## src/rtl/video_pkg.sv

```systemverilog
// video_pkg: shared 640x480@60 timing defaults, sync polarity and color type
package video_pkg;
  localparam int H_VISIBLE_D = 640;
  localparam int H_FRONT_D   = 16;
  localparam int H_SYNC_D    = 96;
  localparam int H_BACK_D    = 48;
  localparam int V_VISIBLE_D = 480;
  localparam int V_FRONT_D   = 10;
  localparam int V_SYNC_D    = 2;
  localparam int V_BACK_D    = 33;
  localparam int H_TOTAL_D   = H_VISIBLE_D + H_FRONT_D + H_SYNC_D + H_BACK_D;
  localparam int V_TOTAL_D   = V_VISIBLE_D + V_FRONT_D + V_SYNC_D + V_BACK_D;
  localparam logic SYNC_POL  = 1'b0;
  typedef logic [23:0] color_t;
  localparam color_t BLACK   = 24'h000000;
endpackage

```

## src/rtl/video_axis_counter.sv

```systemverilog
// video_axis_counter: one raster axis (horizontal or vertical) counter with window flags
//   clk, rst    clock, synchronous active-high reset
//   i_tick      advance the count this cycle
//   o_count     registered count, 0..TOTAL-1
//   o_next      value o_count takes on the next edge (before reset)
//   o_wrap      i_tick while at TOTAL-1; chains into the next axis
//   o_visible   o_next lies in the visible region
//   o_sync      o_count lies in [SYNC_START, SYNC_END)
module video_axis_counter
  import video_pkg::*;
#(
  parameter int TOTAL      = H_TOTAL_D,
  parameter int VISIBLE    = H_VISIBLE_D,
  parameter int SYNC_START = H_VISIBLE_D + H_FRONT_D,
  parameter int SYNC_END   = H_VISIBLE_D + H_FRONT_D + H_SYNC_D
) (
  input  logic       clk,
  input  logic       rst,
  input  logic       i_tick,
  output logic [9:0] o_count,
  output logic [9:0] o_next,
  output logic       o_wrap,
  output logic       o_visible,
  output logic       o_sync
);
  logic [9:0] r_count;
  assign o_count   = r_count;
  assign o_wrap    = i_tick && r_count == 10'(TOTAL - 1);
  assign o_next    = o_wrap ? 10'd0 : r_count + 10'(i_tick);
  assign o_visible = o_next < 10'(VISIBLE);
  assign o_sync    = r_count >= 10'(SYNC_START) && r_count < 10'(SYNC_END);
  always_ff @(posedge clk)
    r_count <= rst ? 10'd0 : o_next;
endmodule

```

## src/rtl/vga_timing.sv

```systemverilog
// vga_timing: 640x480@60 raster timing with a registered, sync-aligned pixel output stage
//   clk_25mhz, reset          pixel clock, synchronous active-high reset
//   x, y, active, vblank_start stage 0 raster position, visibility, frame pulse at (0,V_VISIBLE)
//   color                     pixel generator response to x/y
//   rgb, hsync, vsync, de     stage 1 outputs aligned to the same pixel
module vga_timing
  import video_pkg::*;
#(
  parameter int   H_VISIBLE   = H_VISIBLE_D,
  parameter int   H_FRONT     = H_FRONT_D,
  parameter int   H_SYNC      = H_SYNC_D,
  parameter int   H_BACK      = H_BACK_D,
  parameter int   V_VISIBLE   = V_VISIBLE_D,
  parameter int   V_FRONT     = V_FRONT_D,
  parameter int   V_SYNC      = V_SYNC_D,
  parameter int   V_BACK      = V_BACK_D,
  parameter logic SYNC_ACTIVE = SYNC_POL
) (
  input  logic       clk_25mhz,
  input  logic       reset,
  output logic [9:0] x,
  output logic [9:0] y,
  output logic       active,
  output logic       vblank_start,
  input  color_t     color,
  output color_t     rgb,
  output logic       hsync,
  output logic       vsync,
  output logic       de
);
  localparam int H_TOTAL = H_VISIBLE + H_FRONT + H_SYNC + H_BACK;
  localparam int V_TOTAL = V_VISIBLE + V_FRONT + V_SYNC + V_BACK;
  logic       r_run, r_active, r_vblank, r_de, r_hsync, r_vsync;
  color_t     r_rgb;
  logic [9:0] w_x_next, w_y_next;
  logic       w_h_wrap, w_h_vis, w_v_vis, w_h_sync, w_v_sync, w_unused_v_wrap;
  // r_run holds the counters at (0,0) for the first edge after reset so that
  // the first post-reset cycle presents pixel (0,0) with active high.
  video_axis_counter #(
    .TOTAL(H_TOTAL), .VISIBLE(H_VISIBLE),
    .SYNC_START(H_VISIBLE + H_FRONT), .SYNC_END(H_VISIBLE + H_FRONT + H_SYNC)
  ) u_h (
    .clk(clk_25mhz), .rst(reset), .i_tick(r_run),
    .o_count(x), .o_next(w_x_next), .o_wrap(w_h_wrap),
    .o_visible(w_h_vis), .o_sync(w_h_sync)
  );
  video_axis_counter #(
    .TOTAL(V_TOTAL), .VISIBLE(V_VISIBLE),
    .SYNC_START(V_VISIBLE + V_FRONT), .SYNC_END(V_VISIBLE + V_FRONT + V_SYNC)
  ) u_v (
    .clk(clk_25mhz), .rst(reset), .i_tick(w_h_wrap),
    .o_count(y), .o_next(w_y_next), .o_wrap(w_unused_v_wrap),
    .o_visible(w_v_vis), .o_sync(w_v_sync)
  );
  always_ff @(posedge clk_25mhz) begin
    if (reset) begin
      r_run    <= 1'b0;
      r_active <= 1'b0;
      r_vblank <= 1'b0;
      r_de     <= 1'b0;
      r_rgb    <= BLACK;
      r_hsync  <= ~SYNC_ACTIVE;
      r_vsync  <= ~SYNC_ACTIVE;
    end else begin
      r_run    <= 1'b1;
      r_active <= w_h_vis && w_v_vis;
      r_vblank <= w_x_next == 10'd0 && w_y_next == 10'(V_VISIBLE);
      r_de     <= r_active;
      r_rgb    <= r_active ? color : BLACK;
      r_hsync  <= w_h_sync ? SYNC_ACTIVE : ~SYNC_ACTIVE;
      r_vsync  <= w_v_sync ? SYNC_ACTIVE : ~SYNC_ACTIVE;
    end
  end
  assign active       = r_active;
  assign vblank_start = r_vblank;
  assign de           = r_de;
  assign rgb          = r_rgb;
  assign hsync        = r_hsync;
  assign vsync        = r_vsync;
endmodule

```

## config.mk

```make
export PLATFORM = sky130hd
export DESIGN_NAME = vga_timing
export DESIGN_NICKNAME = d
export VERILOG_FILES = /design/src/rtl/video_pkg.sv /design/src/rtl/video_axis_counter.sv /design/src/rtl/vga_timing.sv
export SDC_FILE = /design/constraint.sdc
export NUM_CORES = 1
export LEC_CHECK = 0
export BUFFER_PORTS_ARGS = -buffer_cell sky130_fd_sc_hd__buf_2
export CAP_MARGIN = 20
export CORE_MARGIN = 3
export CORE_UTILIZATION = 43
export DETAILED_ROUTE_END_ITERATION = 10
export PLACE_DENSITY = 0.75
export SYNTH_ARGS = -nofsm -noshare
export SYNTH_HDL_FRONTEND = slang
export SYNTH_SLANG_ARGS = --single-unit
```

## constraint.sdc

```tcl
create_clock -name clk_25mhz -period 2.1 [get_ports clk_25mhz]
set_input_delay 0 -clock clk_25mhz [delete_from_list [all_inputs] [get_ports clk_25mhz]]
set_output_delay 0 -clock clk_25mhz [all_outputs]
set_load 0.005 [all_outputs]
```

==> results.py, run 1 <==
metrics = {
    "synthesis": {
        "synth_fp_nets": 230,
        "ys_ff_latch": 50,
        "netlist_area_um2": 1900,
        "synth_top_family_by_area": "simple AND/OR/NAND/NOR gates",
        "ys.warnings.count": 0,
        "async_flop_share_pct": 0,
        "synth_compound_area_share_pct": 5.74,
        "synth_xor_area_share_pct": 6.93,
        "synth_edf_count": 0,
        "synth_cells": 200,
        "synth-simple-area-share_pct": 28.2,
        "synthMuxAreaShare_pct": 0,
        "synth_cell_types": 34,
        "syn_area_per_cell_um2": 9.48,
        "synthFlopType": "dfxtp_1",
        "seq_area_frac_synth_pct": 52.8,
        "synthAdderAreaFrac_pct": 2.64,
    },
    "detailed_routing": {
        "finalWirelength_um": 5030,
        "wl_met1_um": 2120,
        "ant_nets": 0,
        "first_pass_iters": 4,
        "vias_per_cell": 4.84,
        "met3_length_um": 408,
        "drt_iter0_markers": 99,
        "wl_per_cell_um": 14.0,
        "vias": 1738,
        "drc_errors": 0,
        "maxUsedRoutingLayer": "met4",
        "dr_wl_met2_um": 2470,
    },
    "placement": {
        "dp_worst_setup_slack_ns": -0.0776,
        "hpwl_um": 3210,
        "port_buffers": 74,
        "gp_congestion": 0.850,
    },
    "floorplan": {
        "dieArea_um2": 5240,
        "core-area_um2": 4120,
        "row_count": 23,
        "design.portCount": 75,
        "initial_utilization_pct": 46.1,
        "die_h_um": 72.4,
        "die_w_um": 72.4,
    },
    "timing": {
        "fin_crit_sh_pct": 102,
        "slew_violations": 0,
        "setup_ws_ns": -0.0350,
        "max_freq_ghz": 0.468,
        "whs_ns": 0.0205,
        "skew_ns": 0.0143,
        "rsz0062_at_grt": "true",
        "setup_tns_ns": -0.0350,
        "worst_pin_slew_ns": 0.618,
        "min_period_ns": 2.14,
        "slew_headroom_pct": 58.7,
        "setup_viol": 1,
        "hold_viol_final": 0,
    },
    "pwr": {
        "p_sw_w": 0.000400,
        "swShare_pct": 23.5,
        "powerDensity_nw_per_um2": 603,
        "p_int_w": 0.00130,
        "vdd_ir_drop_max_mv": 0.487,
        "p_leak_nw": 1.26,
        "seqPwrFrac_pct": 57.6,
        "p_comb_share_pct": 8.5,
        "clock_power_share_pct": 33.9,
    },
    "cts": {
        "cts_sinks": 50,
        "cts_setup_buffers": 0,
        "clk_latency_ns": 0.30,
        "clockBufferDepth": 2,
        "htree_levels": 2,
        "cts.clk_slew.worst_paths_ns": 0.09,
        "numCtsBuffers": 5,
        "cts_tree": "built",
        "cts-root-buf": "clkbuf_8",
    },
    "worst_setup_path": {
        "cpMostUsedCell": "ha_4",
        "cp_max_fo": 3,
        "rr_endpoint": "vblank_start",
        "reg2reg_depth": 7,
        "critPathCaptureType": "flop",
        "cpPeakStageDelay_ns": 0.34,
        "regToRegSetupSlack_ns": -0.04,
        "cp-start-kind": "flop",
        "crit_type": "flop to flop",
        "crit_required_ns": 2.31,
        "cp_cell_sequence": "or2_4 > nor4_4 > ha_4 > ha_4 > a2111oi_4 > o221ai_2 > nor4b_4",
        "reg2reg_from": "u_h.o_count[6]",
        "crit_slowest_cell": "nor4_4",
        "cp.arrival_ns": 2.34,
    },
    "global_routing": {
        "grt_max_degree": 19,
        "antenna_found_initial": 0,
        "grt.total_usage_pct": 19.5,
        "grt_pass1_vias": 1693,
        "grt_pass1_wl_um": 7980,
        "overflow": 0,
    },
    "finish": {
        "layout-drive-gt1-share_pct": 38.6,
        "final_util_pct": 68.7,
        "fin_nets": 337,
        "syn2layout_area_growth_pct": 49.2,
    },
    "run_status": {
        "violations": "setup timing",
        "status": "complete, but fails checks",
    },
    "min_path": {
        "hold_class": "input pin to flop",
        "min_delay_path_depth": 2,
        "min_to": "r_run",
        "hold_path_startpoint": "reset",
    },
    "run": {
        "drv_cap": 0,
    },
}
## worst max-delay path, delay by kind of cell, from the launching register on
kind                     cells  cell delay, ns
adder cells (fa/ha/maj)      2            0.43
flip-flops                   1            0.33
AND/OR/NAND/NOR              3            0.82
AO/OA/AOI/OAI                2            0.47
## layer usage
layer / GRT usage (%) / vias up
li1: - / 880
met1: 24.1 / 791
met2: 32.9 / 65
met3: 5.54 / 2
met4: 6.15 / 0
met5: 0 / -
## area by class of cell
cell class	count	area, um^2
fill	311	1290
sequential	50	1010
multi-input combinational	132	918
timing repair buffer	111	716
clock buffer	5	68.8
tap	50	62.6
clock inverter	3	26.3
inverter	7	26.3
antenna	1	2.50
## through the flow
step	total power (W)	std cells	instance area, um^2
after floorplan	0.00105	200	1950
after CTS	0.00172	358	2810
final	0.00171	359	2830
after global placement	0.00110	325	2420
after global routing	0.00178	358	2830
after detailed placement	0.00111	326	2430
## synthesized netlist by cell type (all sizes together) (2+ instances only)
| cell | n | area share [%] |
|---|---|---|
| a21oi | 3 | 0.79 |
| o211ai | 3 | 1.2 |
| nor4 | 5 | 2.4 |
| o22ai | 2 | 0.66 |
| ha | 4 | 2.6 |
| nor3 | 5 | 1.3 |
| dfxtp | 50 | 53 |
| o21ai | 2 | 0.53 |
| nand4 | 5 | 1.7 |
| nand3 | 6 | 1.6 |
| xor2 | 6 | 2.8 |
| xnor2 | 9 | 4.2 |
| nand2 | 11 | 2.2 |
| nor4b | 2 | 1.3 |
| or2 | 5 | 1.8 |
| inv | 7 | 1.4 |
| clkbuf | 10 | 2.0 |
| and4 | 2 | 0.92 |
| and2 | 26 | 8.6 |
| nor2 | 27 | 5.3 |
## registers in the layout (all words and copies together), names as in the netlist
register and count:
active 1, de 1, hsync 1, r_run 1, rgb 24, u_h.o_count 10
u_v.o_count 10, vblank_start 1, vsync 1
## placed cells by master, fill, tap and decap left out, drive strengths merged, types with 3 or more instances in the layout
master | Yosys | layout
dfxtp | 50 | 50
nor2 | 27 | 27
xor2 | 6 | 6
o211ai | 3 | 3
nor3 | 5 | 5
or2 | 5 | 5
nor4 | 5 | 5
ha | 4 | 4
and2 | 26 | 26
inv | 7 | 9
nand3 | 6 | 6
nand4 | 5 | 5
clkbuf | 10 | 5
nand2 | 11 | 11
xnor2 | 9 | 9
buf | 1 | 87
dlygate4sd3 | 0 | 24
a21oi | 3 | 3
## worst max path at each step
stage | slack [ns] | start | end | cells after the start
global placement | -0.02 | u_h.o_count[6] | vblank_start | 8
finish | -0.04 | u_h.o_count[6] | vblank_start | 7
CTS | 0.007 | u_h.o_count[2] | vblank_start | 7
global route | -0.15 | u_h.o_count[6] | vblank_start | 8
detailed placement | -0.08 | u_h.o_count[6] | vblank_start | 9
floorplan | -0.14 | u_h.o_count[6] | vblank_start | 7
## power groups by stage
stage | logic, W | registers, W | clock network [W]
after floorplan | 0.0000423 | 0.00101 | 0
after global placement | 0.000101 | 0.00100 | 0
after detailed placement | 0.000104 | 0.00100 | 0
after CTS | 0.000140 | 0.000981 | 0.000597
after global routing | 0.000160 | 0.000985 | 0.000636
final | 0.000145 | 0.000982 | 0.000578
## cell families (layout without fill, tap and decap cells)
group           after synthesis  after routing
buf+inv                      18            126
simple gates                 97             97
compound gates               16             16
xor+xnor                     15             15
fa+ha+maj                     4              4
flops                        50             50
other cells                   0              1
## what timing repair did
action,CTS,global route
hold endpoints to repair,24,0
hold buffers,24,0
setup endpoints to repair,1,3
gates resized for setup,9,3
pin swaps,7,1
Note: power is estimated with default switching activity, not from simulation.
==> run 2: changes to the inputs <==
--- a/config.mk
+++ b/config.mk
@@ -7,8 +7,8 @@
 export LEC_CHECK = 0
-export BUFFER_PORTS_ARGS = -buffer_cell sky130_fd_sc_hd__buf_2
 export CAP_MARGIN = 20
 export CORE_MARGIN = 3
-export CORE_UTILIZATION = 43
+export CORE_UTILIZATION = 55
 export DETAILED_ROUTE_END_ITERATION = 10
-export PLACE_DENSITY = 0.75
+export DONT_BUFFER_PORTS = 1
+export PLACE_DENSITY = 0.73
 export SYNTH_ARGS = -nofsm -noshare
==> constraint.sdc (replaced) <==
create_clock -name clk_25mhz -period 2.1 [get_ports clk_25mhz]
set_input_delay 0.21 -clock clk_25mhz [delete_from_list [all_inputs] [get_ports clk_25mhz]]
set_output_delay 0.21 -clock clk_25mhz [all_outputs]
set_load 0.005 [all_outputs]
==> run 2 against run 1 <==
- the flow still finishes with violations (setup timing)
- global-route usage rose by 3.6 points
- setup slack got worse by 0.049 ns
- hold slack gained 0.058 ns
- power shrank 1.9%
- via count is 10% lower
- design area down 11%
- sequential power up 0.8%
- fmax shrank 2.2%
- final cell count shrank 20%
- largest cell class unchanged
==> results.py, run 2 (same netlist as run 1, synthesis figures left out) <==
metrics = {
    "cts": {
        "cts-root-buf": "clkbuf_4",
        "clockBufferDepth": 2,
        "numCtsBuffers": 5,
        "cts.clk_slew.worst_paths_ns": 0.15,
        "htree_levels": 2,
        "cts_tree": "built",
        "cts_sinks": 50,
        "clk_latency_ns": 0.38,
    },
    "detailed_routing": {
        "vias": 1560,
        "finalWirelength_um": 4700,
        "vias_per_cell": 5.42,
        "first_pass_iters": 4,
        "wl_per_cell_um": 16.3,
        "ant_nets": 0,
        "drt_iter0_markers": 110,
        "drc_errors": 0,
    },
    "finish": {
        "fin_nets": 273,
        "mostFrequentLayoutCells": "dfxtp_1 (45), and2_1 (26), nor2_1 (26), dlygate4sd3_1 (25), buf_4 (21)",
        "final_util_pct": 79.3,
        "syn2layout_area_growth_pct": 32.9,
        "layout-drive-gt1-share_pct": 23.0,
        "largest_reg_flops": 24,
        "num_antenna_cells": 0,
        "final_common_cell": "dfxtp_1",
    },
    "run": {
        "drv_cap": 0,
    },
    "worst_setup_path": {
        "critPathTopFamily": "simple AND/OR/NAND/NOR gates",
        "reg2reg_depth": 9,
        "critPathCaptureType": "flop",
        "crit_type": "flop to flop",
        "rr_endpoint": "active",
        "cp_max_fo": 3,
        "reg2reg_from": "u_h.o_count[2]",
        "cp-start-kind": "flop",
        "crit_required_ns": 2.35,
        "cp_cell_sequence": "nand4_1 > nor4_4 > ha_4 > nand3_2 > or2_4 > xor2_2 > nor3_2 > buf_4 > nor4_1",
        "regToRegSetupSlack_ns": -0.08,
        "path_buf_inv": 1,
        "cpPeakStageDelay_ns": 0.41,
        "cp.arrival_ns": 2.44,
        "crit_slowest_cell": "nor4_4",
    },
    "timing": {
        "max_freq_ghz": 0.458,
        "setup_viol": 2,
        "rsz0062_at_grt": "true",
        "setup_ws_ns": -0.0836,
        "hold_viol_final": 0,
        "setup_tns_ns": -0.144,
        "fin_crit_sh_pct": 104,
        "min_period_ns": 2.18,
        "slew_violations": 0,
        "skew_ns": 0.0138,
        "slew_headroom_pct": 69.1,
        "worst_pin_slew_ns": 0.462,
    },
    "floorplan": {
        "core-area_um2": 3180,
        "dieArea_um2": 4190,
        "die_w_um": 64.7,
        "die_h_um": 64.7,
        "row_count": 20,
        "design.portCount": 75,
        "initial_utilization_pct": 59.6,
    },
    "min_path": {
        "hold_path_startpoint": "reset",
        "min_to": "u_h.o_count[1]",
        "min_delay_path_depth": 2,
        "hold_class": "input pin to flop",
    },
    "pwr": {
        "powerDensity_nw_per_um2": 664,
        "vdd_ir_drop_max_mv": 0.474,
        "fin_total_pwr_w": 0.00167,
        "p_leak_nw": 0.954,
    },
    "placement": {
        "hpwl_um": 3090,
        "gp_congestion": 0.892,
        "port_buffers": 0,
    },
    "global_routing": {
        "overflow": 0,
        "grt.total_usage_pct": 23.1,
        "antenna_found_initial": 0,
        "grt_pass1_wl_um": 7500,
        "grt_max_degree": 26,
        "grt_pass1_vias": 1587,
    },
    "run_status": {
        "violations": "setup timing",
        "status": "complete, but fails checks",
    },
}
## run 2: timing repair
| item | in CTS | in global routing |
|---|---|---|
| gates resized for setup | 9 | 4 |
| hold buffers | 25 | 0 |
| setup buffers | 1 | 4 |
| pin swaps | 7 | 1 |
| endpoints found under the hold margin | 34 | 0 |
| setup endpoints to repair | 2 | 5 |
## run 2: how the worst max path moves through the flow
stage,depth (start not counted),from,endpoint,slack (ns)
6_report,9,u_h.o_count[2],active,-0.08
3_5_place_dp,8,u_h.o_count[6],vblank_start,-0.14
5_1_grt,9,u_h.o_count[2],active,-0.22
4_1_cts,9,u_h.o_count[4],active,0.001
3_3_place_gp,8,u_h.o_count[6],vblank_start,-0.08
2_1_floorplan,7,u_h.o_count[6],vblank_start,-0.14
## run 2: final cells by class
cell class | instances | area, um^2
inverters | 7 | 26.3
clock inverters | 3 | 47.5
clock buffers | 5 | 37.5
fillers | 216 | 659
flip-flops and latches | 50 | 1010
repair buffers | 47 | 419
well taps | 44 | 55.1
multi-input cells | 132 | 926
## run 2: power breakdown
part           internal [W]  switching [W]
sequential         0.000975      0.0000143
combinational     0.0000573      0.0000388
clock              0.000260       0.000328
total               0.00129       0.000381
## run 2: worst register-to-register path: cells and delay by family (launching register included)
family	cells	cell delay (ns)
DFF	1	0.37
buffers and inverters	1	0.14
xor gates and xnor gates	1	0.16
and+or+nand+nor	6	1.16
adders and majority gates	1	0.23
## run 2: metal layers
layer | up-vias | GRT usage [%] | wire [um]
li1 | 745 | - | -
met1 | 735 | 26.2 | 1820
met2 | 71 | 40.6 | 2430
met3 | 9 | 7.11 | 369
met4 | 0 | 8.44 | 72
met5 | - | 0 | 0
## run 2: through the flow
step | cells | setup WS, ns | hold slack, ns | cell area, um^2
finish | 288 | -0.0836 | 0.0789 | 2520
global route | 288 | -0.221 | 0.0876 | 2520
CTS | 286 | 0.00105 | 0.0809 | 2480
detailed placement | 252 | -0.144 | 0.282 | 2100
global placement | 252 | -0.0788 | 0.281 | 2100
floorplan | 200 | -0.136 | 0.332 | 1950
